<file path="src/rtl/mem_port_arbiter.sv">
// ---------------------------------------------------------------------------
// mem_port_arbiter
//
// Shares one memory port between instruction fetch (IF) and data memory (DM)
// requesters. Data accesses normally win, but a saturating starvation counter
// forces a fetch grant after STARVE_LIMIT consecutive data grants taken while
// a fetch was waiting.
//
// Ports:
//   clk, rst              clock (rising edge), async active-high reset
//   if_req/if_addr        fetch request and address (held until if_ready)
//   if_rdata/if_ready     fetched word and one-cycle completion pulse
//   dm_read/dm_write      data load/store request (held until dm_ready)
//   dm_addr/dm_wdata      data address and store data
//   dm_rdata/dm_ready     load data and one-cycle completion pulse
//   mem_req/mem_we        shared memory request and write enable
//   mem_addr/mem_wdata    shared memory address and write data (registered)
//   mem_rdata/mem_ack     shared memory read data and completion
//   stall_if/stall_mem    pipeline freeze while a request is outstanding
// ---------------------------------------------------------------------------
module mem_port_arbiter #(
  parameter int STARVE_LIMIT = 4,
  parameter int AW           = 32
) (
  input  logic          clk,
  input  logic          rst,
  input  logic          if_req,
  input  logic [AW-1:0] if_addr,
  output logic [AW-1:0] if_rdata,
  output logic          if_ready,
  input  logic          dm_read,
  input  logic          dm_write,
  input  logic [AW-1:0] dm_addr,
  input  logic [AW-1:0] dm_wdata,
  output logic [AW-1:0] dm_rdata,
  output logic          dm_ready,
  output logic          mem_req,
  output logic          mem_we,
  output logic [AW-1:0] mem_addr,
  output logic [AW-1:0] mem_wdata,
  input  logic [AW-1:0] mem_rdata,
  input  logic          mem_ack,
  output logic          stall_if,
  output logic          stall_mem
);

  localparam int CW = $clog2(STARVE_LIMIT + 1);
  localparam logic [CW-1:0] LIMIT = CW'(STARVE_LIMIT);

  typedef enum logic [1:0] {
    IDLE    = 2'd0,
    IF_BUSY = 2'd1,
    DM_BUSY = 2'd2
  } state_t;

  state_t          state_r;
  logic [AW-1:0]   addr_r;
  logic [AW-1:0]   wdata_r;
  logic            we_r;
  logic            req_r;
  logic [CW-1:0]   starve_cnt_r;

  logic            dm_req_s;
  logic            starved_s;
  logic            grant_dm_s;
  logic            grant_if_s;

  // Grant decision: data wins unless the waiting fetch has hit the starvation limit.
  always_comb begin
    dm_req_s   = dm_read | dm_write;
    starved_s  = (starve_cnt_r == LIMIT);
    grant_dm_s = 1'b0;
    grant_if_s = 1'b0;
    if (state_r == IDLE) begin
      if (dm_req_s && !(if_req && starved_s)) begin
        grant_dm_s = 1'b1;
      end else if (if_req) begin
        grant_if_s = 1'b1;
      end else begin
        grant_dm_s = 1'b0;
        grant_if_s = 1'b0;
      end
    end else begin
      grant_dm_s = 1'b0;
      grant_if_s = 1'b0;
    end
  end

  // Ownership FSM with latched transaction fields and starvation counter.
  always_ff @(posedge clk or posedge rst) begin
    if (rst) begin
      state_r      <= IDLE;
      addr_r       <= '0;
      wdata_r      <= '0;
      we_r         <= 1'b0;
      req_r        <= 1'b0;
      starve_cnt_r <= '0;
    end else begin
      case (state_r)
        IDLE: begin
          if (grant_dm_s) begin
            state_r <= DM_BUSY;
            req_r   <= 1'b1;
            addr_r  <= dm_addr;
            wdata_r <= dm_wdata;
            // A simultaneous read+write is carried out as a write.
            we_r    <= dm_write;
            if (if_req && (starve_cnt_r != LIMIT)) begin
              starve_cnt_r <= starve_cnt_r + {{(CW-1){1'b0}}, 1'b1};
            end
          end else if (grant_if_s) begin
            state_r      <= IF_BUSY;
            req_r        <= 1'b1;
            addr_r       <= if_addr;
            wdata_r      <= '0;
            we_r         <= 1'b0;
            starve_cnt_r <= '0;
          end
        end
        IF_BUSY, DM_BUSY: begin
          // Hold the port until the memory acknowledges, even if the
          // requester has already dropped its request.
          if (mem_ack) begin
            state_r <= IDLE;
            req_r   <= 1'b0;
            we_r    <= 1'b0;
          end
        end
        default: begin
          state_r <= IDLE;
          req_r   <= 1'b0;
          we_r    <= 1'b0;
        end
      endcase
    end
  end

  assign mem_req   = req_r;
  assign mem_we    = we_r;
  assign mem_addr  = addr_r;
  assign mem_wdata = wdata_r;

  // Completion pulses are qualified by ownership so an ack in IDLE is ignored.
  assign if_ready  = mem_ack & (state_r == IF_BUSY);
  assign dm_ready  = mem_ack & (state_r == DM_BUSY);

  assign if_rdata  = mem_rdata;
  assign dm_rdata  = mem_rdata;

  assign stall_if  = if_req & ~if_ready;
  assign stall_mem = (dm_read | dm_write) & ~dm_ready;

endmodule
</file>
<file path="config.mk">
export PLATFORM = sky130hd
export DESIGN_NAME = mem_port_arbiter
export DESIGN_NICKNAME = d
export VERILOG_FILES = /design/src/rtl/mem_port_arbiter.sv
export SDC_FILE = /design/constraint.sdc
export NUM_CORES = 1
export LEC_CHECK = 0
export ABC_AREA = 1
export ABC_CLOCK_PERIOD_IN_PS = 3650
export CAP_MARGIN = 20
export CORE_AREA = 2 2 105 107
export DETAILED_ROUTE_END_ITERATION = 8
export DIE_AREA = 0 0 107 109
export PLACE_DENSITY = 0.82
export SLEW_MARGIN = 0
export SYNTH_ARGS = -nofsm -noshare
export SYNTH_HDL_FRONTEND = slang
export SYNTH_SLANG_ARGS = --single-unit
</file>
<file path="constraint.sdc">
create_clock -name clk -period 3.65 [get_ports clk]
set_input_delay 0.73 -clock clk [delete_from_list [all_inputs] [get_ports clk]]
set_output_delay 0.73 -clock clk [all_outputs]
set_load 0.03 [all_outputs]
</file>
-- After elaboration in Yosys (flattened, before gate mapping)
Index checks and enable logic that the tools add are counted.
- register bits after elaboration: 71
- bits of input ports: 134
- output and inout port bits: 134
- logic and storage cells: 54
- add/sub/neg operators: 1
- eq/ne operators: 7
- muxes and demuxes: 23
- bitwise gates (word level): 7
- reduce and logical (&&, ||, !) cells: 10
- operators with widths (kind ; number):
    32-bit 2-to-1 mux ; 4
    1-bit 2-to-1 mux ; 10
    3-bit 2-to-1 mux ; 3
    2-bit 2-to-1 mux ; 3
    3-bit inequality test, second input constant ; 2
    1-bit AND ; 4
    1-bit one-hot mux with 2 select lines ; 2
    2-bit one-hot mux with 2 select lines ; 1
    2-bit AND reduction ; 2
    3-bit by 1-bit adder with 3-bit output, second input constant ; 1
    3-bit == test, second input constant ; 1
    1-bit logical AND ; 3
    3-bit AND reduction ; 1
    2-bit by 1-bit == test with 1-bit output, second input constant ; 1
    2-bit == test, second input constant ; 1
    2-bit logical NOT ; 1
    2-bit by 1-bit inequality test with 1-bit output, second input constant ; 1
    2-bit inequality test, second input constant ; 1
    1-bit NOT ; 2
    2-bit nonzero test ; 1
    2-bit OR reduction ; 1
    1-bit logical NOT ; 1
    1-bit bitwise OR ; 1

-- Depth between registers and ports, before layout
Gate-level depths: netlist of run 1.
- word-level depth: 9
- depth in mapped cells: 8
- gate-level depth less buffers: 7

-- Worst setup path after synthesis of run 1
No wires, ideal clock.
- kind: input to output
- from: input mem_ack
- to: output stall_mem
- arrival: 1435 ps
- required time: 2920 ps
- path slack: 1485 ps
- stages on the path: 3
- path buffers: 0
- path through: nand2_1 inv_1 a21oi_1
- cells in the longest elaborated chain, start to end: 3
- ends and longest elaborated chain (item ; RTL line ; RTL):
    from (decl) ; 42 ; input logic mem_ack,
    1-bit AND ; 145 ; assign dm_ready = mem_ack & (state_r == DM_BUSY);
    via dm_ready ; 36 ; output logic dm_ready,
    1-bit NOT ; 151 ; assign stall_mem = (dm_read | dm_write) & ~dm_ready;
    1-bit AND ; 151 ;
    to (decl) ; 44 ; output logic stall_mem
The timed path passes the listed nets, and every way through them passes these cells.

-- Worst setup path in the final report of run 1
- from: input if_req
- to: output stall_if
- cells in the longest elaborated chain, start to end: 1
- ends and longest elaborated chain (item ; RTL line ; RTL):
    from (decl) ; 27 ; input logic if_req,
    1-bit AND ; 150 ; assign stall_if = if_req & ~if_ready;
    to (decl) ; 43 ; output logic stall_if,
Every way passes these cells.

==> flow_summary_export.csv, run 1 <==
group,metric,value,unit
status,status,"finished clean",
setup_path,worstSetupPathType,"primary input to output pin",
logic_synthesis,netlist_instances,437,
logic_synthesis,ys.flop_type,"dfrtp_1",
logic_synthesis,synth_fp_nets,576,
floorplanning,chipHeight,109,um
placement,placedInstanceArea,5020,um2
timing,rsz0062_at_grt,"false",
floorplanning,core-area,10600,um2
setup_path,crit_start,"if_req",
logic_synthesis,yosys_warnings,0,
drt,viasPerCell,4.86,
setup_path,rr_worst_depth,7,
cells_and_area,layout-drive-gt1-share,5.55,%
drt,wl_per_cell,14.9,um
clock_network,postCtsResizedCells,0,
setup_path,cp-endpoint,"stall_if",
timing,final-setup-viol-count,0,
global_routing,grt_overflow,0,
clock_network,clk_path_buf_depth,2,
placement,dp.cells,666,
cells_and_area,instances_no_fill,681,
logic_synthesis,synth_seq_area_share,48.3,%
floorplanning,die_w,107,um
logic_synthesis,synth_edf_count,0,
floorplanning,num_rows,38,
logic_synthesis,yosys-mux-area-fraction,0,%
global_routing,grtUsageTotal,17.4,%
drt,drt_iter0_drc,225,
clock_network,cts-root-buf,"clkbuf_8",
power_and_ir_drop,max-vdd-ir-drop,390,uV
placement,io_buffer_count,171,
logic_synthesis,synthTopCellsByArea,"dfrtp_1 48%, nand2_1 15%, buf_4 14%",
logic_synthesis,synth-xor-area-share,0.238,%
setup_path,cp.arrival,2220,ps
timing,finalHoldViolations,0,
global_routing,antenna_found_initial,0,
clock_network,clk_latency,340,ps
floorplanning,dieArea,11700,um2
placement,dp_hpwl,7430,um
timing,fmax,339,MHz
clock_network,hold_buffers,0,
logic_synthesis,synthArstFlopShare,100,%
placement,gp_congestion,0.764,
logic_synthesis,yosysTopAreaCellShare,48.3,%
logic_synthesis,synth_fa_ha_area_share,1.70,%
drt,final_antenna_net_count,0,
timing,setup_tns,0,ps
setup_path,r2r_end,"starve_cnt_r[2]",
drt,dr.pass1.iters,5,
logic_synthesis,synth_most_common_cell,"nand2_1",
logic_synthesis,synth_seq_cells,71,
logic_synthesis,synth_top_family_by_area,"simple AND/OR/NAND/NOR gates",
setup_path,start_kind,"primary input",
logic_synthesis,syn_avg_cell_area,8.41,um2
floorplanning,io_pins,268,
power_and_ir_drop,p_per_area,880,nW/um2
logic_synthesis,synth_cell_type_count,18,
worst_hold_path,min_path_type,"flop to flop",
timing,fin_crit_sh,80.8,%
setup_path,cp_max_fo,5,
drt,wl,10100,um
clock_network,htreeDepth,3,
power_and_ir_drop,power_leakage,2.43,nW
logic_synthesis,synth_common_cells,"148 x nand2_1, 71 x dfrtp_1, 70 x buf_4, 70 x nand3_1, 33 x nand4_1",
clock_network,cts_setup_buffers,0,
flow_run,cap_violations,0,
global_routing,grt_pass1_wl,15800,um
logic_synthesis,synth_area,3680,um2
cells_and_area,final_util,49.6,%
cells_and_area,area_growth,43.1,%
setup_path,reg2reg_slack,1370,ps
drt,drc,0,
cells_and_area,finalNetCount,676,
cells_and_area,n_antenna_cell,0,
timing,slew_violations,0,
timing,slew_headroom,44.2,%
logic_synthesis,netlist.top_cell.by_area,"dfrtp_1",
global_routing,grt_pass1_vias,3316,
drt,dr_total_vias,3308,
clock_network,numCtsBuffers,9,
timing,worst_pin_slew,833,ps
clock_network,cts_tree,"yes",
global_routing,grt_max_degree,39,
clock_network,clkTransAtPathRegs,80,ps
logic_synthesis,synthSimpleGateAreaFrac,31.3,%
setup_path,end_kind,"output pin",
logic_synthesis,synth_compound_area_share,0.578,%
clock_network,cts_sinks,71,
setup_path,reg2reg_from,"state_r[0]",
timing,skew,12.8,ps
cells_and_area,final_area,5260,um2
timing,period_needed,2950,ps
floorplanning,start_util,34.7,%
setup_path,cp_data_required_time,2920,ps
-- power breakdown --
| group | switching (mW) | total (mW) | internal [mW] |
|---|---|---|---|
| combinational | 1.53 | 2.50 | 0.971 |
| sequential | 0.214 | 1.37 | 1.16 |
| clock | 0.287 | 0.757 | 0.470 |
-- state kept, by name (all words and copies together), names as in the netlist --
signal,flops
starve_cnt_r,3
mem_we,1
mem_wdata,32
state_r,2
mem_addr,32
mem_req,1
-- cell type report --
type | instances | area, um2
Fill cell | 976 | 5340
Sequential cell | 71 | 1780
Timing Repair Buffer | 178 | 1780
Multi-Input combinational cell | 264 | 1240
Tap cell | 140 | 175
Clock buffer | 10 | 138
Clock inverter | 5 | 106
Inverter | 13 | 48.8
-- stage by stage --
| step | hold WS [ps] | worst slack (ps) | power [mW] |
|---|---|---|---|
| after CTS | 485 | 712 | 4.68 |
| after global routing | 512 | 645 | 4.94 |
| after floorplan | 467 | 1120 | 2.96 |
| after detailed placement | 465 | 707 | 3.90 |
| after global placement | 462 | 712 | 3.83 |
| final | 482 | 701 | 4.63 |
-- cell families after synthesis --
group | Yosys count
AND/OR/NAND/NOR | 256
buffers and inverters | 102
flip-flops | 71
adder cells (fa/ha/maj) | 5
AO/OA/AOI/OAI | 2
XOR/XNOR | 1
-- worst min path at each step --
| stage | startpoint | end | slack [ps] | depth (start not counted) |
|---|---|---|---|---|
| global route | mem_wdata[14] | mem_wdata[14] | 510 | 2 |
| detailed placement | mem_wdata[10] | mem_wdata[10] | 470 | 2 |
| finish | mem_wdata[8] | mem_wdata[8] | 480 | 2 |
| CTS | mem_wdata[10] | mem_wdata[10] | 490 | 2 |
| floorplan | state_r[1] | state_r[1] | 470 | 2 |
| global placement | mem_wdata[10] | mem_wdata[10] | 460 | 2 |
-- metal layers --
metal  GRT usage, %  wire (um)  vias up
met3           5.62        908       24
met5              0          0        -
met4           5.75        209        0
met2           31.8       5210      182
met1           19.2       3800     1539
li1               -          -     1563
-- worst max-delay path, cell delays in order --
cell and delay [ps]:
clkdlybuf4s50_1 610, inv_1 90, nor2_1 110, clkdlybuf4s50_1 680
-- placed cells by master, fill, tap and decap left out, drive strengths merged --
cell type	synthesis	routed
clkdlybuf4s50	0	171
nand2	150	150
dfrtp	71	71
nand3	71	71
nand4	33	33
inv	13	13
clkbuf	5	10
buf	84	7
ha	5	5
bufinv	0	3
nor2	2	2
o21ai	1	1
a21oi	1	1
xor2	1	1
clkinvlp	0	1
clkinv	0	1
Power figures use the tool's default switching activity.
==> run 2, diff against run 1 <==
--- a/config.mk
+++ b/config.mk
@@ -6,12 +6,12 @@
 export NUM_CORES = 1
 export LEC_CHECK = 0
 export ABC_AREA = 1
-export ABC_CLOCK_PERIOD_IN_PS = 3650
+export ABC_CLOCK_PERIOD_IN_PS = 2550
 export CAP_MARGIN = 20
-export CORE_AREA = 2 2 105 107
+export CORE_MARGIN = 2
+export CORE_UTILIZATION = 31
 export DETAILED_ROUTE_END_ITERATION = 8
-export DIE_AREA = 0 0 107 109
-export PLACE_DENSITY = 0.82
+export PLACE_DENSITY = 0.77
 export SLEW_MARGIN = 0
 export SYNTH_ARGS = -nofsm -noshare
 export SYNTH_HDL_FRONTEND = slang
==> constraint.sdc (replaced) <==
create_clock -name clk -period 2.55 [get_ports clk]
set_input_delay 0.51 -clock clk [delete_from_list [all_inputs] [get_ports clk]]
set_output_delay 0.51 -clock clk [all_outputs]
set_load 0.03 [all_outputs]
==> flow_summary_export.csv, run 2 (same netlist as run 1, synthesis figures left out) <==
group,metric,value,unit
global_routing,grtUsageTotal,14.8,%
drt,drt_iter0_drc,160,
cells_and_area,finalNetCount,676,
setup_path,path_cells,"clkdlybuf4s50_1, nand2_1, inv_1, a21oi_1, clkdlybuf4s50_1",
timing,fmax,410,MHz
setup_path,crit_family,"buffers and inverters",
drt,dr.pass1.iters,6,
cells_and_area,fillers,1124,
clock_network,postCtsResizedCells,0,
global_routing,grt_pass1_vias,3297,
power_and_ir_drop,power_leakage,2.47,nW
setup_path,cp_data_required_time,2040,ps
cells_and_area,area_growth,45.8,%
global_routing,grt_pass1_wl,15200,um
cells_and_area,instances_no_fill,685,
drt,final_antenna_net_count,0,
timing,worst_pin_slew,790,ps
global_routing,antenna_found_initial,0,
setup_path,end_kind,"output pin",
timing,period_needed,2440,ps
placement,placedInstanceArea,5040,um2
timing,slew_headroom,47.2,%
placement,dp_worst_setup_slack,118,ps
drt,viasPerCell,4.79,
floorplanning,core-area,11500,um2
floorplanning,start_util,31.9,%
setup_path,worst-path-buf-inv,3,
clock_network,cts_sinks,71,
clock_network,numCtsBuffers,9,
worst_hold_path,min_path_type,"flop to flop",
timing,setup_tns,0,ps
setup_path,start_kind,"primary input",
drt,dr_total_vias,3284,
clock_network,hold_buffers,0,
timing,skew,5.79,ps
placement,dp_hpwl,6960,um
placement,io_buffer_count,171,
floorplanning,num_rows,39,
placement,gp_congestion,0.736,
cells_and_area,final_util,46.5,%
power_and_ir_drop,max-vdd-ir-drop,538,uV
cells_and_area,layout-drive-gt1-share,5.54,%
setup_path,cpPeakStageDelay,690,ps
clock_network,clkTransAtPathRegs,50,ps
power_and_ir_drop,p_per_area,1280,nW/um2
global_routing,grt_overflow,0,
global_routing,grt_max_degree,72,
setup_path,cp_slowest_cell,"clkdlybuf4s50_1",
floorplanning,die_w,113,um
clock_network,htreeDepth,3,
timing,slew_violations,0,
clock_network,clk_path_buf_depth,2,
setup_path,crit_start,"mem_ack",
setup_path,cp_max_fo,3,
placement,dp.cells,669,
status,status,"complete, but fails checks",
cells_and_area,n_antenna_cell,0,
drt,wl,9670,um
setup_path,reg2reg_from,"starve_cnt_r[0]",
flow_run,cap_violations,0,
timing,fin_crit_sh,95.6,%
worst_hold_path,hold_start,"mem_wdata[20]",
floorplanning,io_pins,268,
setup_path,critPathMostFrequentCell,"clkdlybuf4s50_1",
clock_network,clk_latency,320,ps
timing,setup_ws,113,ps
cells_and_area,layout.cells.most_common_list,"171 x clkdlybuf4s50_1, 148 x nand2_1, 71 x dfrtp_1",
clock_network,cts_setup_buffers,0,
timing,rsz0062_at_grt,"false",
timing,finalHoldViolations,0,
clock_network,cts-root-buf,"clkbuf_16",
floorplanning,dieArea,12700,um2
drt,drc,20,
clock_network,cts_tree,"yes",
cells_and_area,layout_commonest_cell,"clkdlybuf4s50_1",
floorplanning,chipHeight,113,um
setup_path,worstSetupPathType,"primary input to output pin",
timing,final-setup-viol-count,0,
cells_and_area,final_area,5360,um2
cells_and_area,seqCellArea,1780,um2
cells_and_area,multi_input_area,1240,um2
setup_path,cp.arrival,1930,ps
timing,whs,476,ps
drt,wl_per_cell,14.1,um
status,violations,"DRC",
power_and_ir_drop,p_total,6.85,mW
## run 2: changes by cell type in the layout (fill, tap and decap cells not counted), sizes merged
cell and delta:
bufinv -1, clkbuf +1, clkinv +1
## run 2: power by group
| part | switching [mW] | total, mW | internal (mW) |
|---|---|---|---|
| clock network | 0.440 | 1.32 | 0.882 |
| registers | 0.304 | 1.97 | 1.66 |
| logic | 2.16 | 3.56 | 1.40 |
## run 2: final cells by class
cell class                 instances  area share (%)
clock buffer                      11            4.53
tap                              143            3.34
clock inverter                     5            1.52
timing repair buffer             178            33.4
inverter                          13           0.910
multi-input combinational        264            23.2
sequential                        71            33.1
## run 2: worst register-to-register path, stage by stage (launching register included)
cell and delay [ps]:
dfrtp_1 360, inv_1 70, ha_1 210, nand3_2 70, nand2_2 70, nor2_4 610
nand3_1 190, nand2_1 110
## run 2: worst paths after layout
| kind | endpoint | slack [ps] | cells past startpoint |
|---|---|---|---|
| max | stall_mem | 110 | 5 |
| min | mem_wdata[20] | 480 | 2 |
| max reg2reg | starve_cnt_r[0] | 780 | 7 |
| min reg2reg | mem_wdata[20] | 480 | 2 |
| max in group asynchronous | mem_addr[17] | 1650 | 3 |
| min in group asynchronous | mem_wdata[10] | 620 | 3 |
## run 2: per-layer routing
metal | GRT usage (%) | vias to the layer above | part of all wire (%)
li1 | - | 1568 | -
met1 | 16.7 | 1519 | 40
met2 | 25.8 | 176 | 48
met3 | 5.46 | 21 | 11
met4 | 5.37 | 0 | 1.3
met5 | 0 | - | 0
==> run 3, diff against run 2 <==
--- a/config.mk
+++ b/config.mk
@@ -6,12 +6,12 @@
 export NUM_CORES = 1
 export LEC_CHECK = 0
 export ABC_AREA = 1
-export ABC_CLOCK_PERIOD_IN_PS = 2550
+export ABC_CLOCK_PERIOD_IN_PS = 2600
 export CAP_MARGIN = 20
 export CORE_MARGIN = 2
-export CORE_UTILIZATION = 31
+export CORE_UTILIZATION = 35
 export DETAILED_ROUTE_END_ITERATION = 8
-export PLACE_DENSITY = 0.77
+export PLACE_DENSITY = 0.82
 export SLEW_MARGIN = 0
 export SYNTH_ARGS = -nofsm -noshare
 export SYNTH_HDL_FRONTEND = slang
==> constraint.sdc (replaced) <==
create_clock -name clk -period 2.6 [get_ports clk]
set_input_delay 0.52 -clock clk [delete_from_list [all_inputs] [get_ports clk]]
set_output_delay 0.52 -clock clk [all_outputs]
set_load 0.03 [all_outputs]
==> flow_summary_export.csv, run 3 (same netlist as run 1, synthesis figures left out) <==
group,metric,value,unit
placement,dp_worst_setup_slack,166,ps
cells_and_area,layout.cells.most_common_list,"170 x clkdlybuf4s50_1, 148 x nand2_1, 71 x dfrtp_1",
setup_path,cp_max_fo,3,
timing,worst_pin_slew,671,ps
power_and_ir_drop,max-vdd-ir-drop,548,uV
placement,dp_hpwl,7100,um
floorplanning,chipHeight,107,um
status,status,"finished clean",
global_routing,grt_pass1_wl,14800,um
setup_path,rr_worst_depth,6,
timing,rsz0062_at_grt,"false",
floorplanning,die_w,107,um
drt,wl_per_cell,14.3,um
cells_and_area,fillers,952,
cells_and_area,layout-drive-gt1-share,5.89,%
timing,slew_headroom,55.2,%
clock_network,cts_tree,"yes",
global_routing,grt_overflow,0,
floorplanning,dieArea,11300,um2
clock_network,clk_path_buf_depth,2,
power_and_ir_drop,p_per_area,1190,nW/um2
drt,viasPerCell,4.80,
setup_path,cp.arrival,1870,ps
floorplanning,start_util,35.8,%
timing,slew_violations,0,
setup_path,cp_data_required_time,2080,ps
setup_path,reg2reg_from,"state_r[0]",
setup_path,r2r_end,"mem_addr[4]",
power_and_ir_drop,power.internal,3.42,mW
power_and_ir_drop,swShare,44.8,%
global_routing,grt_pass1_vias,3146,
placement,dp.cells,664,
power_and_ir_drop,clkPwrFrac,12.8,%
setup_path,reg2reg_slack,840,ps
setup_path,end_kind,"output pin",
drt,final_antenna_net_count,0,
cells_and_area,seqCellArea,1780,um2
clock_network,htreeDepth,3,
drt,drc,0,
clock_network,cts-root-buf,"clkbuf_8",
timing,skew,10.4,ps
floorplanning,io_pins,268,
drt,drt_iter0_drc,241,
cells_and_area,area_growth,42.2,%
floorplanning,num_rows,37,
floorplanning,core-area,10300,um2
timing,fmax,418,MHz
clock_network,clk_latency,330,ps
cells_and_area,multi_input_area,1240,um2
cells_and_area,layout_commonest_cell,"clkdlybuf4s50_1",
power_and_ir_drop,p_sw,2.78,mW
global_routing,grt_max_degree,65,
setup_path,start_kind,"primary input",
placement,gp_congestion,0.716,
flow_run,cap_violations,0,
setup_path,crit_start,"mem_ack",
clock_network,cts_sinks,71,
drt,dr.pass1.iters,4,
cells_and_area,n_antenna_cell,0,
placement,io_buffer_count,171,
setup_path,cp-endpoint,"stall_if",
timing,setup_tns,0,ps
global_routing,grtUsageTotal,16.6,%
clock_network,clkTransAtPathRegs,70,ps
global_routing,antenna_found_initial,0,
power_and_ir_drop,power_frac_seq,30.9,%
setup_path,worstSetupPathType,"primary input to output pin",
timing,fin_crit_sh,92.0,%
timing,setup_ws,207,ps
timing,period_needed,2390,ps
power_and_ir_drop,p_comb_share,56.3,%
cells_and_area,instances_no_fill,679,
cells_and_area,finalNetCount,678,
clock_network,numCtsBuffers,9,
clock_network,cts_setup_buffers,0,
timing,finalHoldViolations,0,
drt,wl,9730,um
timing,final-setup-viol-count,0,
drt,dr_total_vias,3259,
worst_hold_path,min_path_type,"flop to flop",
power_and_ir_drop,power_leakage,2.43,nW
## run 3: cell types whose count changed in the layout (fill, tap and decap cells not counted)
cell / change
clkbuf_8: +11
clkbuf_16: -9
buf_4: +2
bufinv_16: -2
clkbuf_1: -1
clkdlybuf4s50_1: -1
clkinv_2: +1
clkinv_4: -1
dlymetal6s2s_1: +1
## run 3: final cells by class
type	count	area share [%]
flip-flops and latches	71	34.0
repair buffers	180	34.6
clock inverters	3	0.335
multi-input cells	264	23.8
well taps	136	3.26
inverters	13	0.933
clock buffers	12	3.16
## run 3: worst min path at each step
stage,start,to,cells after the start
after floorplan,state_r[1],state_r[1],2
after global placement,mem_req,mem_req,2
after detailed placement,mem_req,mem_req,2
after CTS,mem_req,mem_req,2
after global routing,mem_wdata[12],mem_wdata[12],2
final,mem_req,mem_req,2
## run 3: repair_timing
item                                    4_1_cts  5_1_grt
endpoints found under the setup margin        0        1
gates resized for setup                       0        1
hold buffers                                  0        0
## run 3: power groups by stage
| stage | logic [mW] | registers [mW] | clock network [mW] |
|---|---|---|---|
| global placement | 3.47 | 1.92 | 0 |
| global route | 3.74 | 1.98 | 0.873 |
| detailed placement | 3.53 | 1.93 | 0 |
| floorplan | 1.25 | 2.90 | 0 |
| CTS | 3.53 | 1.92 | 0.828 |
| finish | 3.50 | 1.92 | 0.793 |
## run 3: critical path, stage by stage
cell and delay [ps]:
clkdlybuf4s50_1 440, nand2_1 80, inv_1 50, nor2_1 90
clkdlybuf4s50_1 690
## run 3: routing by layer
| metal | share of wire, % | global-route usage (%) | vias up |
|---|---|---|---|
| met4 | 1.6 | 6.68 | 0 |
| met5 | 0 | 0 | - |
| met2 | 50 | 29.9 | 187 |
| met1 | 38 | 17.8 | 1487 |
| li1 | - | - | 1567 |
| met3 | 11 | 5.52 | 18 |
## run 3: through the flow
step                      util (%)  area, um2  total power [mW]  hold WS (ps)
after floorplan                  -       3680              4.15           467
after global placement        49.1       5040              5.38           456
after detailed placement      49.1       5040              5.46           463
after CTS                     50.8       5230              6.28           477
after global routing          50.9       5230              6.59           493
final                         50.9       5230              6.21           476
